## src/rtl/apb_req_master_pkg.sv

```systemverilog
// Shared types for the APB3 request master: FSM state encoding and captured request.
// The request struct fixes the widest supported address/data; the top casts into it.
package apb_req_master_pkg;

   localparam int REQ_ADDR_WIDTH = 32;
   localparam int REQ_DATA_WIDTH = 32;

   typedef enum logic [1:0] {
      IDLE   = 2'd0,
      SETUP  = 2'd1,
      ACCESS = 2'd2
   } state_t;

   typedef struct packed {
      logic [REQ_ADDR_WIDTH-1:0] addr;
      logic                      we;
      logic [REQ_DATA_WIDTH-1:0] wdata;
   } req_t;

endpackage

```

## src/rtl/apb_req_master_if.sv

```systemverilog
// Bundles the local request/response handshake and the APB3 master port.
// master: the request master's view; slave: the initiator/APB-slave environment view.
interface apb_req_master_if #(
   parameter int APB_ADDR_WIDTH = 32,
   parameter int APB_DATA_WIDTH = 32
);
   logic                      req_i;
   logic                      gnt_o;
   logic [APB_ADDR_WIDTH-1:0] addr_i;
   logic                      we_i;
   logic [APB_DATA_WIDTH-1:0] wdata_i;
   logic                      rvalid_o;
   logic [APB_DATA_WIDTH-1:0] rdata_o;
   logic                      err_o;

   logic [APB_ADDR_WIDTH-1:0] paddr_o;
   logic [APB_DATA_WIDTH-1:0] pwdata_o;
   logic                      pwrite_o;
   logic                      psel_o;
   logic                      penable_o;
   logic [APB_DATA_WIDTH-1:0] prdata_i;
   logic                      pready_i;
   logic                      pslverr_i;

   modport master (
      input  req_i, addr_i, we_i, wdata_i, prdata_i, pready_i, pslverr_i,
      output gnt_o, rvalid_o, rdata_o, err_o, paddr_o, pwdata_o, pwrite_o, psel_o, penable_o
   );

   modport slave (
      output req_i, addr_i, we_i, wdata_i, prdata_i, pready_i, pslverr_i,
      input  gnt_o, rvalid_o, rdata_o, err_o, paddr_o, pwdata_o, pwrite_o, psel_o, penable_o
   );
endinterface

```

## src/rtl/apb_req_master_timer.sv

```systemverilog
// Counts ACCESS wait cycles; expired fires combinationally on the TIMEOUT_CYCLES-th wait.
// Cleared when a new transfer is granted (entry to SETUP).
module apb_req_master_timer #(
   parameter int TIMEOUT_CYCLES = 255
) (
   input  logic clk,
   input  logic rst,
   input  logic clr,
   input  logic inc,
   output logic expired
);
   localparam int CNT_W = $clog2(TIMEOUT_CYCLES + 1);
   localparam logic [CNT_W-1:0] LAST = CNT_W'(TIMEOUT_CYCLES - 1);

   logic [CNT_W-1:0] cnt_q;

   always_ff @(posedge clk) begin
      if (rst || clr) begin
         cnt_q <= '0;
      end else if (inc) begin
         cnt_q <= cnt_q + 1'b1;
      end
   end

   // The cycle that would make the count reach the limit is the last ACCESS cycle.
   assign expired = inc && (cnt_q == LAST);
endmodule

```

## src/rtl/apb_req_master.sv

```systemverilog
// Single-outstanding APB3 master: grant in IDLE, SETUP 1 cycle, ACCESS until pready, rvalid one cycle later.
// Optional ACCESS timeout under APB_REQ_MASTER_TIMEOUT_EN aborts with err=1.
module apb_req_master
   import apb_req_master_pkg::*;
#(
   parameter int APB_ADDR_WIDTH = 32,
   parameter int APB_DATA_WIDTH = 32,
   parameter int TIMEOUT_CYCLES = 255
) (
   input  logic             clk_i,
   input  logic             rst_i,
   apb_req_master_if.master bus
);
   state_t                    state_q, state_d;
   req_t                      req_q;
   logic                      gnt;
   logic                      done;
   logic                      abort;
   logic                      timeout;
   logic                      rvalid_q;
   logic                      err_q;
   logic [APB_DATA_WIDTH-1:0] rdata_q;

`ifdef APB_REQ_MASTER_TIMEOUT_EN
   apb_req_master_timer #(
      .TIMEOUT_CYCLES(TIMEOUT_CYCLES)
   ) u_timer (
      .clk     (clk_i),
      .rst     (rst_i),
      .clr     (gnt),
      .inc     ((state_q == ACCESS) && !bus.pready_i),
      .expired (timeout)
   );
`else
   assign timeout = 1'b0;
`endif

   always_comb begin
      state_d = state_q;
      gnt     = 1'b0;
      done    = 1'b0;
      abort   = 1'b0;
      case (state_q)
         IDLE: begin
            gnt = bus.req_i;
            if (bus.req_i) state_d = SETUP;
         end
         SETUP: state_d = ACCESS;
         ACCESS: begin
            if (bus.pready_i) begin
               done    = 1'b1;
               state_d = IDLE;
            end else if (timeout) begin
               abort   = 1'b1;
               state_d = IDLE;
            end
         end
         default: state_d = IDLE;
      endcase
   end

   always_ff @(posedge clk_i) begin
      if (rst_i) begin
         state_q  <= IDLE;
         req_q    <= '0;
         rvalid_q <= 1'b0;
         err_q    <= 1'b0;
         rdata_q  <= '0;
      end else begin
         state_q <= state_d;
         if (gnt) begin
            req_q.addr  <= REQ_ADDR_WIDTH'(bus.addr_i);
            req_q.we    <= bus.we_i;
            req_q.wdata <= REQ_DATA_WIDTH'(bus.wdata_i);
         end
         rvalid_q <= done || abort;
         // rdata/err only move on a response so they hold between pulses.
         if (done) begin
            err_q   <= bus.pslverr_i;
            rdata_q <= req_q.we ? '0 : bus.prdata_i;
         end else if (abort) begin
            err_q   <= 1'b1;
            rdata_q <= '0;
         end
      end
   end

   assign bus.gnt_o     = gnt;
   assign bus.psel_o    = (state_q == SETUP) || (state_q == ACCESS);
   assign bus.penable_o = (state_q == ACCESS);
   assign bus.paddr_o   = APB_ADDR_WIDTH'(req_q.addr);
   assign bus.pwrite_o  = req_q.we;
   assign bus.pwdata_o  = APB_DATA_WIDTH'(req_q.wdata);
   assign bus.rvalid_o  = rvalid_q;
   assign bus.err_o     = err_q;
   assign bus.rdata_o   = rdata_q;
endmodule
```

## src/flat_wrapper.sv

```systemverilog
// flat-port wrapper written by rule: the top's interface ports become plain ports
module apb_req_master_flat import apb_req_master_pkg::*;
#(
   parameter int APB_ADDR_WIDTH = 32,
   parameter int APB_DATA_WIDTH = 32,
   parameter int TIMEOUT_CYCLES = 255
)
  (clk_i, rst_i, bus_req_i, bus_addr_i, bus_we_i, bus_wdata_i, bus_prdata_i, bus_pready_i, bus_pslverr_i, bus_gnt_o, bus_rvalid_o, bus_rdata_o, bus_err_o, bus_paddr_o, bus_pwdata_o, bus_pwrite_o, bus_psel_o, bus_penable_o);
  apb_req_master_if #(.APB_ADDR_WIDTH(APB_ADDR_WIDTH), .APB_DATA_WIDTH(APB_DATA_WIDTH)) bus_i ();
  input  logic clk_i;
  input  logic rst_i;
  input wire logic [$bits(bus_i.req_i)-1:0] bus_req_i;
  input wire logic [$bits(bus_i.addr_i)-1:0] bus_addr_i;
  input wire logic [$bits(bus_i.we_i)-1:0] bus_we_i;
  input wire logic [$bits(bus_i.wdata_i)-1:0] bus_wdata_i;
  input wire logic [$bits(bus_i.prdata_i)-1:0] bus_prdata_i;
  input wire logic [$bits(bus_i.pready_i)-1:0] bus_pready_i;
  input wire logic [$bits(bus_i.pslverr_i)-1:0] bus_pslverr_i;
  output wire logic [$bits(bus_i.gnt_o)-1:0] bus_gnt_o;
  output wire logic [$bits(bus_i.rvalid_o)-1:0] bus_rvalid_o;
  output wire logic [$bits(bus_i.rdata_o)-1:0] bus_rdata_o;
  output wire logic [$bits(bus_i.err_o)-1:0] bus_err_o;
  output wire logic [$bits(bus_i.paddr_o)-1:0] bus_paddr_o;
  output wire logic [$bits(bus_i.pwdata_o)-1:0] bus_pwdata_o;
  output wire logic [$bits(bus_i.pwrite_o)-1:0] bus_pwrite_o;
  output wire logic [$bits(bus_i.psel_o)-1:0] bus_psel_o;
  output wire logic [$bits(bus_i.penable_o)-1:0] bus_penable_o;
  assign bus_i.req_i = bus_req_i;
  assign bus_i.addr_i = bus_addr_i;
  assign bus_i.we_i = bus_we_i;
  assign bus_i.wdata_i = bus_wdata_i;
  assign bus_i.prdata_i = bus_prdata_i;
  assign bus_i.pready_i = bus_pready_i;
  assign bus_i.pslverr_i = bus_pslverr_i;
  assign bus_gnt_o = bus_i.gnt_o;
  assign bus_rvalid_o = bus_i.rvalid_o;
  assign bus_rdata_o = bus_i.rdata_o;
  assign bus_err_o = bus_i.err_o;
  assign bus_paddr_o = bus_i.paddr_o;
  assign bus_pwdata_o = bus_i.pwdata_o;
  assign bus_pwrite_o = bus_i.pwrite_o;
  assign bus_psel_o = bus_i.psel_o;
  assign bus_penable_o = bus_i.penable_o;
  apb_req_master #(.APB_ADDR_WIDTH(APB_ADDR_WIDTH), .APB_DATA_WIDTH(APB_DATA_WIDTH), .TIMEOUT_CYCLES(TIMEOUT_CYCLES)) u_core (.clk_i(clk_i), .rst_i(rst_i), .bus(bus_i));
endmodule
```

## config.mk

```make
export PLATFORM = sky130hd
export DESIGN_NAME = apb_req_master_flat
export DESIGN_NICKNAME = d
export VERILOG_FILES = /design/src/rtl/apb_req_master_pkg.sv /design/src/rtl/apb_req_master_if.sv /design/src/rtl/apb_req_master_timer.sv /design/src/rtl/apb_req_master.sv /design/src/flat_wrapper.sv
export SDC_FILE = /design/constraint.sdc
export NUM_CORES = 1
export LEC_CHECK = 0
export ABC_AREA = 1
export CAP_MARGIN = 20
export CORE_MARGIN = 4
export CORE_UTILIZATION = 35
export CTS_CLUSTER_DIAMETER = 60
export CTS_CLUSTER_SIZE = 25
export DETAILED_ROUTE_END_ITERATION = 12
export MAX_ROUTING_LAYER = met4
export PLACE_DENSITY = 0.74
export SYNTH_ARGS = -nofsm -noshare
export SYNTH_HDL_FRONTEND = slang
export SYNTH_HIERARCHICAL = 1
export SYNTH_SLANG_ARGS = --single-unit
```

## constraint.sdc

```tcl
create_clock -name clk_i -period 1.3 [get_ports clk_i]
set_input_delay 0.195 -clock clk_i [delete_from_list [all_inputs] [get_ports clk_i]]
set_output_delay 0.195 -clock clk_i [all_outputs]
set_load 0.1 [all_outputs]
```

==> impl_metrics.py <==
metrics = {
    "place": {
        "dpl_cell_area_sq_mm": 0.00700,
        "routabilityCongestion": 0.794,
        "dp.final_hpwl_um": 9440,
        "place.detailed.instances": 786,
        "numPortBuffers": 203,
    },
    "setup_path": {
        "path_max_fanout": 8,
        "path_common_cell": "sky130_fd_sc_hd__buf_12",
        "timing_worst_setup_path_type": "reg -> reg",
        "worst_r2r_path_depth": 9,
        "worst_path_dominant_cell_family": "buffers and inverters",
        "endpoint_kind": "flop",
        "timing.critical_path.cells": "inv_2 > ha_4 > nand2_4 > buf_4 > buf_8 > buf_12 > buf_12 > o21ai_4 > nor2_1",
        "crit_required_ps": 1560,
        "critical-path-slowest-cell": "sky130_fd_sc_hd__dfxtp_2",
        "cp.arrival_ps": 1810,
        "crit_buf_inv": 5,
        "worst-path-stages": 9,
        "timing.critical_path.from_type": "flop",
        "critical-path-max-stage-delay_ps": 340,
    },
    "floorplan": {
        "core_area_sq_mm": 0.0103,
        "die_footprint_sq_mm": 0.0122,
        "start_util_pct": 35.9,
        "chipWidth_um": 111,
        "die_height_um": 111,
        "floorplan.rows": 37,
        "top_level_i_o_count": 204,
    },
    "routing": {
        "wire_per_inst_um": 19.1,
        "vias_per_cell": 5.07,
        "route.final.wire_length_um": 15800,
        "drc": 0,
        "antenna_violating_nets_left": 0,
        "num_vias": 4184,
        "dr.first_iter.drc_count": 228,
        "number_of_detailed_route_iterations_in_the_first_pass": 4,
    },
    "grt": {
        "groute.usage.overall_pct": 22.4,
        "grt_max_degree": 58,
        "grt_overflow": 0,
        "grt_pass1_vias": 4230,
        "grt_pass1_wl_um": 21600,
        "antenna_found_initial": 0,
    },
    "cts": {
        "maximum_level_of_the_cts_h_tree": 3,
        "cts.hold.buffers_added": 0,
        "root_buffer": "sky130_fd_sc_hd__clkbuf_8",
        "tritoncts": "built",
        "clock_insertion_delay_worst_skew_ps": 380,
        "numCtsBuffers": 9,
        "max-clock-path-buffers": 2,
        "cts_num_sinks": 101,
        "clk_transition_reported_paths_ps": 100,
    },
    "power_and_ir_drop": {
        "vdd_ir_drop_max_mv": 1.43,
        "power-per-cell-area_mw_per_mm2": 1990,
        "power_leakage_nw": 3.35,
    },
    "sta": {
        "timing.clock.skew_ps": 11.7,
        "timing.slew.headroom_pct": 72.5,
        "layout_min_cycle_time_ps": 1550,
        "report.final.slew_viol_count": 0,
        "final_hold_violation_count": 0,
        "achievable-frequency_mhz": 647,
        "rsz_0062_raised_after_global_routing": "true",
        "fin_ws_ps": -245,
        "setup_tns_ps": -12850,
        "worst-slew-pin-transition_ps": 413,
        "finalSetupViolations": 100,
        "layout_worst_path_cycle_share_pct": 119,
    },
    "yosys": {
        "synth_enable_flop_cells": 0,
        "synth_area_sq_mm": 0.00369,
        "synth_area_per_cell_sq_um": 8.08,
        "synthFlopType": "sky130_fd_sc_hd__dfxtp_1",
        "syn_inst": 456,
        "synth.lib_cells_used.distinct": 16,
        "ys_warn_count": 6,
        "number_of_synthesized_register_bits": 101,
        "synth.net_count": 562,
        "sequential_share_of_the_synthesized_area_pct": 54.9,
        "async_flop_share_pct": 0,
    },
    "status": {
        "run_status": "finished with violations",
        "violated_checks": "setup timing",
    },
    "flow_run": {
        "maxCapViolations": 0,
    },
    "final_layout": {
        "final_layout_size_suffix_gt1_share_pct": 43.4,
        "layout.cell_area.non_filler_sq_mm": 0.00828,
        "final_core_utilization_pct": 80.6,
        "antenna-diode-count": 0,
        "nNetsFinal": 791,
        "instances_no_fill": 825,
        "area_growth_pct": 125,
        "filler_cell_count": 582,
    },
    "hold_path": {
        "hold_path_depth": 3,
        "min_path_type": "in -> reg",
    },
}
-- Yosys cell counts, types with 3 or more instances --
library cell	number	area, sq um
sky130_fd_sc_hd__o21ai_0	64	320
sky130_fd_sc_hd__dfxtp_1	101	2020
sky130_fd_sc_hd__ha_1	4	50.1
sky130_fd_sc_hd__inv_1	8	30.0
sky130_fd_sc_hd__a21oi_1	3	15.0
sky130_fd_sc_hd__inv_2	3	11.3
sky130_fd_sc_hd__o21ai_1	34	170
sky130_fd_sc_hd__nand2_1	36	135
sky130_fd_sc_hd__nand2_2	3	18.8
sky130_fd_sc_hd__nor2_1	132	495
sky130_fd_sc_hd__buf_6	12	135
sky130_fd_sc_hd__nand3_1	34	170
sky130_fd_sc_hd__buf_2	17	85.1
-- report_power, final --
part	switching [mW]	internal [mW]
Clock	1.14	0.900
Combinational	6.21	3.96
Sequential	0.618	3.65
Total	7.97	8.52
-- through the flow --
| step | hold slack (ps) | setup slack, ps | power, mW |
|---|---|---|---|
| after floorplan | 340 | -6.98 | 9.51 |
| after global placement | 497 | -102 | 12.9 |
| after detailed placement | 501 | -226 | 13.0 |
| after CTS | 349 | -220 | 15.6 |
| after global routing | 362 | -277 | 17.0 |
| final | 367 | -245 | 16.5 |
-- flip-flops by register name, summed over array words and instances, names as in the netlist --
signal / count
u_core/bus.rdata_o: 32
u_core/state_q: 2
u_core/bus.rvalid_o: 1
u_core/bus.err_o: 1
u_core/bus.pwdata_o: 32
u_core/bus.paddr_o: 32
u_core/bus.pwrite_o: 1
-- final cells by class --
cell class	count	area (sq um)	area share [%]
clock buffer	9	124	1.50
clock inverter	6	72.6	0.876
inverter	11	48.8	0.589
multi-input combinational	310	1950	23.6
sequential	101	2030	24.5
tap	136	170	2.05
timing repair buffer	252	3890	46.9
-- cells in the final DEF, fill, tap and decap left out, drive strengths merged --
cell type	synthesis	layout
bufinv	0	1
inv	11	13
clkinvlp	0	1
buf	31	143
clkinv	0	2
clkbuf	3	17
ha	4	4
o21ai	98	98
a21oi	3	3
dfxtp	101	101
clkdlybuf4s50	0	101
nand2	39	39
nand3	34	34
nor2	132	132
-- worst min-delay path: cells and delay by family --
family,cells,cell delay [ps]
buffers and inverters,1,390
AOI/OAI and AO/OA,1,60
and+or+nand+nor,1,60
-- per-layer routing --
metal / track usage [%] / part of all wire [%]
met1: 22.6 / 35
met2: 40.6 / 55
met3: 6.90 / 6.7
met4: 8.37 / 3.1
met5: - / 0
-- final timing paths --
check / start / to / slack, ps
max reg2reg: u_core/state_q[1] / u_core/bus.pwdata_o[3] / -250
min reg2reg: u_core/bus.rdata_o[13] / u_core/bus.rdata_o[13] / 510
max: u_core/state_q[1] / u_core/bus.pwdata_o[3] / -250
min: bus_prdata_i[0] / u_core/bus.rdata_o[0] / 370
-- kinds of logic after synthesis --
group,Yosys count,synth area share (%)
and+or+nand+nor,205,22.2
AOI/OAI and AO/OA,101,13.7
DFF,101,54.9
buffers and inverters,45,7.84
adders and majority gates,4,1.36
-- repair_timing --
action	CTS	global route
endpoints found under the setup margin	39	99
pin swaps	2	1
resized for setup	123	107
buffers inserted	7	3
cloned	5	10
Power figures use the tool's default switching activity.
